$ cat config.mk
export PLATFORM = sky130hd
export DESIGN_NAME = matrix_framebuffer_scan_flat
export DESIGN_NICKNAME = d
export VERILOG_FILES = /design/src/rtl/matrix_framebuffer_scan_if.sv /design/src/rtl/matrix_framebuffer_scan.sv /design/src/flat_wrapper.sv
export SDC_FILE = /design/constraint.sdc
export NUM_CORES = 1
export LEC_CHECK = 0
export CELL_PAD_IN_SITES_DETAIL_PLACEMENT = 1
export CELL_PAD_IN_SITES_GLOBAL_PLACEMENT = 1
export CORE_MARGIN = 5
export CORE_UTILIZATION = 40
export CTS_BUF_LIST = sky130_fd_sc_hd__clkbuf_4 sky130_fd_sc_hd__clkbuf_8
export DETAILED_ROUTE_END_ITERATION = 8
export DONT_BUFFER_PORTS = 1
export PLACE_DENSITY = 0.71
export SYNTH_ARGS = -nofsm -noshare
export SYNTH_HDL_FRONTEND = slang
export SYNTH_SLANG_ARGS = --single-unit
$ cat constraint.sdc
create_clock -name clk -period 2.8 [get_ports clk]
set_clock_uncertainty 0.2 [all_clocks]
set_input_delay 0.7 -clock clk [delete_from_list [all_inputs] [get_ports clk]]
set_output_delay 0.7 -clock clk [all_outputs]
set_load 0.05 [all_outputs]
$ cat src/rtl/matrix_framebuffer_scan_if.sv
// matrix_framebuffer_scan_if: pixel write/query bus between the game controller and the framebuffer.
interface matrix_framebuffer_scan_if;
    logic       wr_valid;
    logic [7:0] wr_pos;
    logic       wr_set;
    logic       wr_ready;
    logic       clear_all;
    logic [7:0] rd_pos;
    logic       rd_hit;
    modport master (output wr_valid, wr_pos, wr_set, clear_all, rd_pos, input wr_ready, rd_hit);
    modport slave (input wr_valid, wr_pos, wr_set, clear_all, rd_pos, output wr_ready, rd_hit);
endinterface

$ cat src/rtl/matrix_framebuffer_scan.sv
// matrix_framebuffer_scan: 8x16 framebuffer with pixel writes/queries and row-multiplexed LED matrix scan.
module matrix_framebuffer_scan #(
    parameter int SCAN_DIV     = 1024,
    parameter int BLANK_CYCLES = 4
) (
    input  logic                        clk,
    input  logic                        reset,
    matrix_framebuffer_scan_if.slave    pix,
    output logic                        frame_start,
    output logic [7:0]                  MATRIX_ROW,
    output logic [15:0]                 MATRIX_COL
);
    localparam int DW = $clog2(SCAN_DIV);
    typedef enum logic {CLEAR, IDLE} state_t;
    state_t         state, nextState;
    logic [2:0]     clrRow, nextClrRow, rowIdx;
    logic [DW-1:0]  divCnt;
    logic [15:0]    fb [8];
    logic           wrEn, divWrap, blank;
    // clear_all during CLEAR restarts the sweep from row 0
    always_comb begin
        nextState = state;
        nextClrRow = clrRow;
        if (state == CLEAR) begin
            nextClrRow = pix.clear_all ? 3'd0 : clrRow + 3'd1;
            nextState = (!pix.clear_all && clrRow == 3'd7) ? IDLE : CLEAR;
        end else if (pix.clear_all) begin
            nextState = CLEAR;
            nextClrRow = 3'd0;
        end
    end
    assign pix.wr_ready = (state == IDLE) && !pix.clear_all;
    assign wrEn = pix.wr_valid && pix.wr_ready && !pix.wr_pos[7];
    assign divWrap = divCnt == DW'(SCAN_DIV - 1);
    assign blank = divCnt < DW'(BLANK_CYCLES);
    always_ff @(posedge clk) begin
        if (reset) begin
            state <= CLEAR;
            clrRow <= '0;
            divCnt <= '0;
            rowIdx <= '0;
            frame_start <= 1'b0;
            MATRIX_ROW <= '0;
            MATRIX_COL <= '0;
            pix.rd_hit <= 1'b0;
            for (int i = 0; i < 8; i++) fb[i] <= '0;
        end else begin
            state <= nextState;
            clrRow <= nextClrRow;
            if (state == CLEAR) fb[clrRow] <= '0;
            if (wrEn) fb[pix.wr_pos[6:4]][pix.wr_pos[3:0]] <= pix.wr_set;
            pix.rd_hit <= !pix.rd_pos[7] && fb[pix.rd_pos[6:4]][pix.rd_pos[3:0]];
            divCnt <= divWrap ? '0 : divCnt + 1'b1;
            rowIdx <= rowIdx + 3'(divWrap);
            frame_start <= divWrap && rowIdx == 3'd7;
            // dark window at the start of each row suppresses ghosting
            MATRIX_ROW <= blank ? 8'd0 : 8'd1 << rowIdx;
            MATRIX_COL <= blank ? 16'd0 : fb[rowIdx];
        end
    end
endmodule

$ cat src/flat_wrapper.sv
// flat-port wrapper written by rule: the top's interface ports become plain ports
module matrix_framebuffer_scan_flat 
#(
    parameter int SCAN_DIV     = 1024,
    parameter int BLANK_CYCLES = 4
)
  (clk, reset, frame_start, MATRIX_ROW, MATRIX_COL, pix_wr_valid, pix_wr_pos, pix_wr_set, pix_clear_all, pix_rd_pos, pix_wr_ready, pix_rd_hit);
  matrix_framebuffer_scan_if pix_i ();
  input  logic clk;
  input  logic reset;
  output logic frame_start;
  output logic [7:0] MATRIX_ROW;
  output logic [15:0] MATRIX_COL;
  input wire logic [$bits(pix_i.wr_valid)-1:0] pix_wr_valid;
  input wire logic [$bits(pix_i.wr_pos)-1:0] pix_wr_pos;
  input wire logic [$bits(pix_i.wr_set)-1:0] pix_wr_set;
  input wire logic [$bits(pix_i.clear_all)-1:0] pix_clear_all;
  input wire logic [$bits(pix_i.rd_pos)-1:0] pix_rd_pos;
  output wire logic [$bits(pix_i.wr_ready)-1:0] pix_wr_ready;
  output wire logic [$bits(pix_i.rd_hit)-1:0] pix_rd_hit;
  assign pix_i.wr_valid = pix_wr_valid;
  assign pix_i.wr_pos = pix_wr_pos;
  assign pix_i.wr_set = pix_wr_set;
  assign pix_i.clear_all = pix_clear_all;
  assign pix_i.rd_pos = pix_rd_pos;
  assign pix_wr_ready = pix_i.wr_ready;
  assign pix_rd_hit = pix_i.rd_hit;
  matrix_framebuffer_scan #(.SCAN_DIV(SCAN_DIV), .BLANK_CYCLES(BLANK_CYCLES)) u_core (.clk(clk), .reset(reset), .pix(pix_i), .frame_start(frame_start), .MATRIX_ROW(MATRIX_ROW), .MATRIX_COL(MATRIX_COL));
endmodule
Word-level counts from Yosys, hierarchy flattened. Memories as Yosys holds them, arrays and structs flattened. A register that Yosys moved wholly into a read port is not among the register bits. Index checks and enable logic that the tools add are counted.

Add/subtract/negate cells: 3. Magnitude comparators: 4. Equal/unequal tests: 4. Shift operators: 1. Multiplexer cells: 24. Reduce and logical (&&, ||, !) cells: 14.

Operators with widths (count): two-way mux 16 bit (4); OR reduction 16 bit (2); two-way mux 3 bit (5); two-way mux 1 bit (13); adder 10 x 1 -> 10 bit (second input constant) (1); equality test 10 bit (second input constant) (1); < comparator 10 x 3 -> 1 bit (second input constant) (1); < comparator 4 x 5 -> 1 bit (second input constant) (2); left shift 1 x 3 -> 8 bit (first input constant) (1); logical AND 1 bit (7); equality test 3 bit (second input constant) (2); binary-select mux 1 bit (select 4 bit) (1); demux 1 bit (select 4 bit) (1); >= comparator 4 x 1 -> 1 bit (second input constant) (1); OR reduction 2 bit (2); adder 3 x 1 -> 3 bit (1); adder 3 x 1 -> 3 bit (second input constant) (1); logical NOT 1 bit (3); != test 2 bit (second input constant) (1).

Bits in registers: 27. RAM bits: 128. Input port bits: 21. Logic and storage cells: 58. Memories: 1.

Memories: u_core.fb (words 8, width 16, read ports 2, clocked after Yosys merged registers in 1, wr ports 8, RTL line matrix_framebuffer_scan.sv:18) `logic [15:0] fb [8];`.

Logic depth before layout (Yosys ltp).
Depth in word-level cells: 9. Mapped depth: 10. Depth with buffers taken out: 9.

Worst setup path after synthesis. Ideal clock, no wire load.

Path type: input port to flip-flop. Start: in reset. End: mem u_core.fb[0][13] (enable). Library setup time: 304 ps. Arrival time: 1973 ps. Data required time: 2296 ps. Setup slack: 322 ps. Stages on the path: 9. Buffers on the path: 3. Path through: buf_6 nor2_4 nand4b_4 buf_6 nor2_1 and2_1 a31oi_1 buf_2 o21bai_1.

RTL lines: start, declared (RTL line flat_wrapper.sv:10) `input logic reset;`; end, declared (RTL line matrix_framebuffer_scan.sv:18).

==> metrics.md <==
| Metric | Value |
|---|---|
| Yosys top cell area share | 39.97% |
| Syn_area_per_cell | 11.54 um2 |
| Power per cell area | about 490 mW/mm2 |
| Critical path fanouts, max | 12 |
| Post-synth ARST share | 0% |
| CP peak stage delay | 840 ps |
| Final Hold Fails | 0 |
| CTS H-Tree Depth | 4 |
| GRT Total Usage | 21.68% |
| DP HPWL | roughly 18000 um |
| Setup Crit Path Kind | register to register |
| Router iterations before antenna repair | 5 |
| Ant diodes | 0 |
| Die width | 165.1 um |
| Vias | 6941 |
| Antenna-violating nets left | 0 |
| Most frequent cell after synthesis | nor2_1 |
| Largest net degree at the start of global routing | 146 |
| Final instance area | between 0.01 and 0.015 mm2 |
| CTS resizes | 0 |
| Number of CTS-inserted buffers | 17 |
| Final Wtd Congestion | ~0.8 |
| # IOs | 48 |
| Placed Cells | 1107 |
| CTS Root Cell | clkbuf_8 |
| Mapped Cells | around 830 |
| Period utilization | 90.00% |
| Area Growth Syn to Fin | 7.819% |
| Die area | 0.02724 mm2 |
| Peak supply drop | 0.0002417 V |
| Cell breakdown of the critical path | nand4b_4, buf_4, nor2_1, and2_1, a31oi_1, o21bai_1 |
| Crit start category | register |
| Yosys warnings | 0 |
| Port buffer count | 0 |
| Share of post-route cells with drive strength above 1 | between 15 and 20% |
| # setup viols final | 0 |
| Vias in the first global route | around 7300 |
| Post-route core utilization | 44.04% |
| Post-synthesis sequential area ratio | 48.92% |
| WP buf/inv | 1 |
| Synth top area cells | edfxtp_1 40%, mux4_2 12%, dfxtp_1 9.0%, nor2_1 6.6%, a21o_1 5.1% |
| Synth unique cells | 61 |
| Core ar. | around 0.024 mm2 |
| Post-synth design cell area | 0.009617 mm2 |
| Synthesized Nets | between 800 and 900 |
| Max-slew headroom | 25.39% |
| CP max stage cell | a31oi_1 |
| Worst-Skew Late Latency | 480 ps |
| Antenna violations before repair | 0 |
| CTS tree | built |
| WL/cell | roughly 25 um |
| Leak Pwr | 3.937 nW |
| Post-Route WL | 28890 um |
| Clock buffer depth | 2 |
| Clock-pin slew on the worst setup and hold paths | 120 ps |
| DRC viols | 0 |
| Fmax | ~400 MHz |
| Grt ovf | 0 |
| Final #Nets | 833 |
| TritonCTS Sinks | 171 |
| Std cell rows | between 50 and 60 |
| Fin cells | about 1100 |
| Die Ht | 165.1 um |
| Delay-heaviest family, CP | compound AO/OA/AOI/OAI gates |
| First-pass GRT wire length | 43950 um |
| CP Data Required Time | between 2000 and 3000 ps |
| Max cap viols | 0 |
| Endpoint type of the worst setup path | register |
| Synth Flop Type | edfxtp_1 |
| RSZ-0062 raised after global routing | false |
| Effective utilization at floorplan | 40.85% |
| Starting DRT DRC Count | 608 |
| Crit path arrival time | 2520 ps |
| Worst hold path type | input pin to register |
| Hold_ws | between 90 and 100 ps |
| Worst Max-Slew Pin Slew | between 1000 and 1500 ps |
| Drt via density | 6.094 |
| EDFF count, synth | 128 |
| Total power | 5.106 mW |
| Postcts setup bufs | 0 |
| Placed inst area | 0.009968 mm2 |
| Top post-synthesis cells by count | 170 x nor2_1, 128 x edfxtp_1, 65 x a21o_1, 64 x o21bai_1, 51 x mux4_2 |
| Status | finished, final reports clean |
| Tmin final | ~2500 ps |
| Yosys top cell by area | edfxtp_1 |
| Hold-fix buffers, CTS | 0 |
| Register bit total from synthesis | 171 |
| Max-slew violations | 0 |
power breakdown:
group	switching, mW	leakage, nW	internal, mW
clock network	1.11	0.208	0.689
registers	0.0671	1.68	2.80
logic	0.225	2.05	0.213
total	1.41	3.94	3.70
metal layers:
layer,global-route usage (%),vias up,share of wire (%),wire (um)
li1,-,3016,-,-
met1,27.76,3610,41,11700
met2,36.93,270,50,14340
met3,4.865,45,7.8,2246
met4,6.314,0,2.1,607
met5,0,-,0,0
per-stage QoR:
| step | setup WS, ps | TNS, ps |
|---|---|---|
| after CTS | 303.2 | 0 |
| after floorplan | 322.3 | 0 |
| after global routing | 136.0 | 0 |
| final | 280.0 | 0 |
| after detailed placement | -17.47 | -39.23 |
| after global placement | 103.4 | 0 |
layout by cell type (no fill, tap or decap), drive strengths merged, types with 5 or more instances in the layout:
cell type	netlist	final
a21o	65	65
a21oi	16	16
a31oi	8	8
and3	5	5
buf	44	40
clkbuf	41	17
dfxtp	43	43
edfxtp	128	128
ha	5	5
inv	3	15
mux2	5	5
mux2i	42	42
mux4	54	54
nand2	25	25
nand2b	6	6
nand3	14	14
nor2	173	173
nor2b	12	12
nor3	7	7
nor4	5	5
o21ai	19	19
o21bai	64	64
xor2	5	5
final timing paths:
path                            slack, ps  cells past startpoint          endpoint              from
worst max-delay path                  280                      6  u_core.fb[4][14]      u_core.state
worst min-delay path                   90                      1  u_core.clrRow[0]     pix_clear_all
worst max register to register        280                      6  u_core.fb[4][14]      u_core.state
worst min register to register        290                      1  u_core.divCnt[0]  u_core.divCnt[0]
cells by family (layout without fill, tap and decap cells):
logic type | after synthesis | in the layout | share of synthesized area, %
buffers and inverters | 88 | 75 | 4.658
flip-flops | 171 | 171 | 48.92
adder cells (fa/ha/maj) | 5 | 5 | 0.6505
AND/OR/NAND/NOR | 272 | 272 | 13.14
multiplexers | 101 | 101 | 17.85
XOR/XNOR | 9 | 9 | 0.8196
AO/OA/AOI/OAI | 187 | 187 | 13.96
area by class of cell:
cell class | instances | area, um2
fill | 2556 | 13170
sequential | 171 | 4706
multi-input combinational | 574 | 4464
tap | 319 | 399.1
timing repair buffer | 40 | 387.9
clock buffer | 17 | 234.0
clock inverter | 15 | 166.4
inverter | 3 | 11.26
state kept, by name (all words and copies together) (netlist names), 3 cells and up:
signal	flops
u_core.divCnt	10
u_core.MATRIX_COL	16
u_core.clrRow	3
u_core.fb	128
u_core.MATRIX_ROW	8
u_core.rowIdx	3
worst reg2reg max path: cells and delay by family, from the launching register on:
kind	cells	cell delay, ps
AOI/OAI and AO/OA	2	1040
DFF	1	400
and+or+nand+nor	3	410
buffers and inverters	1	190
No activity file was read; power rests on OpenSTA's default activity.
